File: src/rtl/issue_ctrl.sv
// Issue-stage controller: inspects the two instruction-buffer head entries, decides
// no/single/dual issue, pops the buffer and registers issued instructions into the ID slots.
module issue_ctrl #(
   parameter int ADDR_W = 32,
   parameter int INST_W = 32
) (
   input  logic              clk,
   input  logic              rst,
   input  logic              flush,
   input  logic              stall,
   input  logic [INST_W-1:0] buf_inst1_i,
   input  logic [INST_W-1:0] buf_inst2_i,
   input  logic [ADDR_W-1:0] buf_addr1_i,
   input  logic [ADDR_W-1:0] buf_addr2_i,
   input  logic              buf_valid1_i,
   input  logic              buf_valid2_i,
   output logic              issue_o,
   output logic              issue_mode_o,
   output logic [INST_W-1:0] id_inst1_o,
   output logic [ADDR_W-1:0] id_addr1_o,
   output logic              id_valid1_o,
   output logic              id_ds1_o,
   output logic [INST_W-1:0] id_inst2_o,
   output logic [ADDR_W-1:0] id_addr2_o,
   output logic              id_valid2_o,
   output logic              id_ds2_o
);

   typedef enum logic {
      NORMAL  = 1'b0,
      DS_PEND = 1'b1
   } state_t;

   typedef struct packed {
      logic [4:0] rs;
      logic [4:0] rt;
      logic [4:0] dest;
      logic       br;
      logic       ld;
      logic       mem;
      logic       hilo;
      logic       priv;
   } dec_t;

   // Classifies a MIPS32 word; dest of 0 means the instruction writes no register.
   function automatic dec_t decode(input logic [31:0] w);
      dec_t       d;
      logic [5:0] op;
      logic [5:0] fn;
      op     = w[31:26];
      fn     = w[5:0];
      d.rs   = w[25:21];
      d.rt   = w[20:16];
      d.dest = 5'd0;
      if (op == 6'h00)
         d.dest = w[15:11];
      else if ((op >= 6'h08 && op <= 6'h0F) || (op >= 6'h20 && op <= 6'h25))
         d.dest = w[20:16];
      else if (op == 6'h03)
         d.dest = 5'd31;
      d.br   = (op >= 6'h01 && op <= 6'h07) || (op == 6'h00 && (fn == 6'h08 || fn == 6'h09));
      d.ld   = (op >= 6'h20 && op <= 6'h25);
      d.mem  = (op >= 6'h20 && op <= 6'h2B);
      d.hilo = (op == 6'h00) && (fn >= 6'h10 && fn <= 6'h1B);
      d.priv = (op == 6'h10) || (op == 6'h00 && (fn == 6'h0C || fn == 6'h0D));
      return d;
   endfunction

   state_t     state;
   logic [4:0] last_ld_dest;

   dec_t       dec1;
   dec_t       dec2;
   logic       raw;
   logic       dual_legal;
   logic       lu1;
   logic       lu2;
   logic       hold;
   logic       can_dual;
   logic [4:0] issue_ld_dest;

   always_comb begin
      dec1 = decode(buf_inst1_i[31:0]);
      dec2 = decode(buf_inst2_i[31:0]);
   end

   always_comb begin
      raw        = (dec1.dest != 5'd0) && (dec1.dest == dec2.rs || dec1.dest == dec2.rt);
      dual_legal = buf_valid1_i && buf_valid2_i && !dec2.br && !dec2.priv && !dec1.priv &&
                   !(dec1.mem && dec2.mem) && !(dec1.hilo && dec2.hilo) && !raw;
      lu1        = (last_ld_dest != 5'd0) &&
                   (dec1.rs == last_ld_dest || dec1.rt == last_ld_dest);
      lu2        = buf_valid2_i && (last_ld_dest != 5'd0) &&
                   (dec2.rs == last_ld_dest || dec2.rt == last_ld_dest);
      // A branch in NORMAL waits until its delay slot is visible so the pair can be judged.
      hold       = lu1 || (state == NORMAL && dec1.br && !buf_valid2_i);
      can_dual   = dual_legal && !lu2 && (state == NORMAL);
   end

   always_comb begin
      issue_o      = !rst && !flush && !stall && buf_valid1_i && !hold;
      issue_mode_o = issue_o && can_dual;
   end

   // Youngest issued load wins, so a dual issue prefers slot 2's load.
   always_comb begin
      issue_ld_dest = 5'd0;
      if (issue_mode_o && dec2.ld)
         issue_ld_dest = dec2.dest;
      else if (dec1.ld)
         issue_ld_dest = dec1.dest;
   end

   always_ff @(posedge clk) begin
      if (rst || flush) begin
         state        <= NORMAL;
         last_ld_dest <= 5'd0;
         id_inst1_o   <= '0;
         id_addr1_o   <= '0;
         id_valid1_o  <= 1'b0;
         id_ds1_o     <= 1'b0;
         id_inst2_o   <= '0;
         id_addr2_o   <= '0;
         id_valid2_o  <= 1'b0;
         id_ds2_o     <= 1'b0;
      end else if (!stall) begin
         if (issue_o) begin
            id_inst1_o   <= buf_inst1_i;
            id_addr1_o   <= buf_addr1_i;
            id_valid1_o  <= 1'b1;
            id_ds1_o     <= (state == DS_PEND);
            last_ld_dest <= issue_ld_dest;
            if (issue_mode_o) begin
               id_inst2_o  <= buf_inst2_i;
               id_addr2_o  <= buf_addr2_i;
               id_valid2_o <= 1'b1;
               id_ds2_o    <= dec1.br;
            end else begin
               id_inst2_o  <= '0;
               id_addr2_o  <= '0;
               id_valid2_o <= 1'b0;
               id_ds2_o    <= 1'b0;
            end
            if (state == DS_PEND)
               state <= NORMAL;
            else if (dec1.br && !issue_mode_o)
               state <= DS_PEND;
         end else begin
            last_ld_dest <= 5'd0;
            id_inst1_o   <= '0;
            id_addr1_o   <= '0;
            id_valid1_o  <= 1'b0;
            id_ds1_o     <= 1'b0;
            id_inst2_o   <= '0;
            id_addr2_o   <= '0;
            id_valid2_o  <= 1'b0;
            id_ds2_o     <= 1'b0;
         end
      end
   end

endmodule

File: config.mk
export PLATFORM = sky130hd
export DESIGN_NAME = issue_ctrl
export DESIGN_NICKNAME = d
export VERILOG_FILES = /design/src/rtl/issue_ctrl.sv
export SDC_FILE = /design/constraint.sdc
export NUM_CORES = 1
export LEC_CHECK = 0
export ABC_AREA = 0
export ABC_CLOCK_PERIOD_IN_PS = 8810
export CAP_MARGIN = 10
export CORE_UTILIZATION = 43
export DETAILED_ROUTE_END_ITERATION = 7
export PLACE_DENSITY = 0.88
export SLEW_MARGIN = 15
export SYNTH_ARGS = -nofsm -noshare
export SYNTH_HDL_FRONTEND = slang
export SYNTH_SLANG_ARGS = --single-unit
File: constraint.sdc
create_clock -name clk -period 8.81 [get_ports clk]
set_input_delay 2.643 -clock clk [delete_from_list [all_inputs] [get_ports clk]]
set_output_delay 2.643 -clock clk [all_outputs]
set_load 0.1 [all_outputs]
Yosys cells after proc, flatten, opt, wreduce, memory -nomap -nowiden:

Index checks and enable logic that the tools add are counted.

* input bits: 134
* output and inout port bits: 134
* bits in registers: 138
* word-level logic and storage cells: 144

* reduce and logical (&&, ||, !) cells: 73
* equal/unequal tests: 18
* $lt $le $gt $ge: 18
* bitwise operators: 2
* mux-type cells: 23

Operators by type and width (count)
* $mux 32: 6
* $eq 6x4->1 const B: 8
* $mux 5: 9
* $logic_and 1x1->1: 40
* $eq 5x5->1: 6
* $le 6x6->1 const B: 4
* $logic_or 1x1->1: 15
* $logic_not 1->1: 13
* $eq 6x2->1 const B: 2
* $eq 6x5->1 const B: 2
* $ge 6x1->1 const B: 2
* $ge 6x4->1 const B: 2
* $ge 6x5->1 const B: 2
* $ge 6x6->1 const B: 2
* $le 6x3->1 const B: 2
* $le 6x4->1 const B: 2
* $le 6x5->1 const B: 2
* $logic_not 6->1: 2
* $reduce_bool 5->1: 2
* $mux 1: 8
* $not 1->1: 2
* $reduce_and 2->1: 1

Longest topological paths before layout:

* depth after elaboration: 18
* depth in mapped cells: 11
* depth with buffers taken out: 8

Least setup slack after synthesis:

No wires, ideal clock.

* path kind: input-to-output
* from: in flush
* to: out issue_o
* buffers on the path: 2
* arrival: 4796 ps
* setup slack: 1371 ps
* stages: 5
* data required time: 6167 ps
* cells stage by stage: or2_2 > clkbuf_1 > a2111oi_2 > o31a_1 > buf_1

* word-level cells in the longest chain between the ends: 5

Ends and longest elaborated chain
* start: declaration: line 9 `input logic flush,`
* $logic_not 1->1: line 101 `issue_o = !rst && !flush && !stall && buf_valid1_i && !hold;`
* $logic_and 1x1->1 (4 in series): line 101
* end: declaration: line 17 `output logic issue_o,`

Every way passes these cells.

Worst setup path in the final report:

* from: in buf_inst1_i[29]
* to: out issue_mode_o

* word-level cells in the longest chain between the ends: 13
* elaborated cells on any way between the ends: 46
* those cells by class: order compare (7); eq/ne (4); mux (3); reduce/logical (32)

Ends and longest elaborated chain
* start: declaration: line 11 `input logic [INST_W-1:0] buf_inst1_i,`
* $ge 6x4->1, or another cell as far along: line 57 `else if ((op >= 6'h08 && op <= 6'h0F) || (op >= 6'h20 && op <= 6'h25))`
* $logic_and 1x1->1: line 57
* $logic_or 1x1->1: line 57
* $mux 5: line 57
* $mux 5: line 55 `if (op == 6'h00)`
* $eq 5x5->1: line 88 `raw = (dec1.dest != 5'd0) && (dec1.dest == dec2.rs || dec1.dest == dec2.rt);`
* $logic_or 1x1->1: line 88
* $logic_and 1x1->1: line 88
* $logic_not 1->1: line 90 `!(dec1.mem && dec2.mem) && !(dec1.hilo && dec2.hilo) && !raw;`
* $logic_and 1x1->1: line 90
* $logic_and 1x1->1 (2 in series): line 97 `can_dual = dual_legal && !lu2 && (state == NORMAL);`
* $logic_and 1x1->1 *: line 102 `issue_mode_o = issue_o && can_dual;`
* end: declaration: line 18 `output logic issue_mode_o,`

Mark *: on every way between the ends. The rest lies on a longest branch, timed or not.

==> impl_metrics.tcl <==
set metrics [dict create \
    worstSetupPathType "input port to output pin" \
    postSynthCellCount 535 \
    synth_area_leader_cell "dfxtp_1" \
    reg2reg_setup_slack_ns 5.63 \
    antenna_left 0 \
    finalSetupTns_ns 0 \
    endpoint_kind "output pin" \
    finalMaxSlewViolations 0 \
    slew_headroom 0.2854 \
    die-width_um 113.7 \
    critPathRequiredTime_ns 6.17 \
    die_h_um 113.7 \
    cts_buffer_depth 2 \
    final_hold_viol_count 0 \
    synth_enable_flop_cells 0 \
    gp_congestion 0.9114 \
    cts-root-buf "clkbuf_16" \
    die_area_um2 12920 \
    cts-resized-gates 0 \
    postCtsSetupBuffers 0 \
    synth_flop_cell "dfxtp_1" \
    hold_start "id_valid2_o" \
    wl_per_cell_um 18.64 \
    synthTopCellsByArea "dfxtp_1 52%, a22o_1 11%, a22oi_1 9.2%" \
    drt_first_pass_iters 5 \
    netlist_area_um2 5361 \
    clkTransAtPathRegs_ns 0.06 \
    worstMarginPinSlew_ns 1.069 \
    post-route-period-util 0.9185 \
    fmax_ghz 0.1236 \
    num_rows 40 \
    drive_gt1_frac 0.06313 \
    vias_per_cell 5.516 \
    insertion_delay_ns 0.41 \
    clock_skew_ns 0.009842 \
    antenna_found_initial 0 \
    ys_types 46 \
    area_growth_pct 61.75 \
    setup_viol 0 \
    cp-start-kind "input port" \
    hold_path.class "flop to flop" \
    fillerInstances 851 \
    grt_pass1_vias 5344 \
    status "completed" \
    ir_drop_v 0.0001376 \
    core_area_um2 12060 \
    min_period_ns 8.092 \
    routed_wl_um 17890 \
    drc 0 \
    ios 268 \
    ctsHoldBuffers 0 \
    hold_depth 1 \
    power.density_nw_per_um2 176.3 \
    synth_nets 669 \
    io_buffers 267 \
    layout_common_cells "264 x clkdlybuf4s50_1, 138 x dfxtp_1, 74 x nor2_1, 70 x a22o_1, 66 x a22oi_1" \
    post-dp-hpwl_um 12920 \
    p_leak_nw 3.120 \
    h-tree-depth 4 \
    power_w 0.001529 \
    rsz0062_at_grt "no" \
    first_iter_violations 478 \
    numCtsBuffers 17 \
    holdPathEnd "id_valid2_o" \
    drv_cap 0 \
    stdcell_count 960 \
    clkSinkCount 138 \
    synth-async-reset-ratio 0 \
    grt_pass1_wl_um 28070 \
    crit-reg2reg-launch "last_ld_dest[0]" \
    n_antenna_cell 0 \
    grt_max_degree 73 \
    place_inst 928 \
    yosys.area.top_type_share 0.5153 \
    syn_avg_cell_area_um2 10.02 \
    arrival_ns 5.45 \
    overflow 0 \
    r2r_cells 9 \
    ys_seq_elements 138 \
    crit_fanout 9 \
    r2r-end "id_addr2_o[0]" \
    cts_tree "built" \
    fin_nets 913 \
    layout_commonest_cell "clkdlybuf4s50_1" \
    ys_seq_area_frac 0.5153 \
    yosysWarnings 0 \
    start_util 0.4445 \
    grt_use_total 0.2828 \
    via_count 5295 \
]
## worst max-delay path: stages
cell and delay [ns]:
clkdlybuf4s50_1 0.58, a21oi_1 0.25, mux2i_1 0.21, o31ai_1 0.65, a21boi_0 0.19, a32o_1 0.26, o2111ai_1 0.21, and3_2 0.26
buf_12 0.18
## final cells by class
class,instances,area (um2),share of cell area
flip-flops and latches,138,2763,0.3186
repair buffers,272,2725,0.3142
inverters,6,22.52,0.002597
well taps,168,210.2,0.02424
clock inverters,14,171.4,0.01977
clock buffers,18,439.2,0.05064
multi-input cells,344,2341,0.2699
## layer usage
metal | GRT usage | routed length [um] | vias to the layer above
met3 | 0.1036 | 1701 | 46
li1 | - | - | 2469
met1 | 0.3136 | 6998 | 2495
met5 | 0 | 0 | -
met2 | 0.4728 | 8603 | 285
met4 | 0.1509 | 588 | 0
## metrics by stage
| step | worst slack [ns] | hold WS (ns) | instance area [um2] | util |
|---|---|---|---|---|
| global placement | 0.8453 | 0.4371 | 8061 | 0.6684 |
| detailed placement | 0.7836 | 0.4436 | 8061 | 0.6684 |
| floorplan | 1.371 | 0.5241 | 5361 | - |
| global route | 0.4591 | 0.4866 | 8672 | 0.7190 |
| finish | 0.7178 | 0.4595 | 8672 | 0.7190 |
| CTS | 0.7507 | 0.4577 | 8672 | 0.7190 |
## cells by family after synthesis
kind of cell           count (synthesis)  synth area share
AO/OA/AOI/OAI                        179            0.2660
buffers and inverters                 53           0.04994
multiplexers                           2          0.003734
flip-flops                           138            0.5153
XOR/XNOR                              27           0.04411
AND/OR/NAND/NOR                      136            0.1209
## synthesized netlist by cell type, drive strengths merged, types with 2 or more instances
| cell | n |
|---|---|
| dfxtp | 138 |
| nor2 | 75 |
| a22o | 70 |
| a22oi | 66 |
| clkbuf | 30 |
| xnor2 | 21 |
| nand2 | 20 |
| buf | 17 |
| a21oi | 9 |
| nor3 | 8 |
| and3 | 6 |
| inv | 6 |
| o21ai | 6 |
| xor2 | 6 |
| a31o | 5 |
| nand3 | 4 |
| nor4 | 4 |
| o31ai | 4 |
| a21o | 3 |
| nor3b | 3 |
| nor4b | 3 |
| o31a | 3 |
| or3 | 3 |
| a211oi | 2 |
| a21boi | 2 |
| a32o | 2 |
| and2 | 2 |
| mux2i | 2 |
| nand3b | 2 |
| nand4b | 2 |
| o2111ai | 2 |
| or4 | 2 |
## state kept, by name (all words and copies together), names as in the netlist
register      flops
id_addr1_o       32
id_ds1_o          1
state             1
id_inst2_o       32
id_inst1_o       32
id_valid2_o       1
id_addr2_o       32
id_valid1_o       1
last_ld_dest      5
id_ds2_o          1
## report_power, final
part           internal [W]  switching (W)  leakage, nW
Clock              0.000454       0.000274        0.293
Combinational     0.0000789      0.0000913         1.71
Sequential         0.000628     0.00000243         1.11
Total               0.00116       0.000368         3.12
## worst max-delay path by stage
stage	start	endpoint	slack (ns)	depth (start not counted)
after floorplan	flush	issue_o	1.37	5
after global placement	buf_inst1_i[1]	issue_o	0.85	7
after detailed placement	buf_inst1_i[29]	issue_mode_o	0.78	9
after CTS	buf_inst1_i[29]	issue_mode_o	0.75	9
after global routing	buf_inst1_i[29]	issue_mode_o	0.46	9
final	buf_inst1_i[29]	issue_mode_o	0.72	9
(Power assumes the default switching activity.)
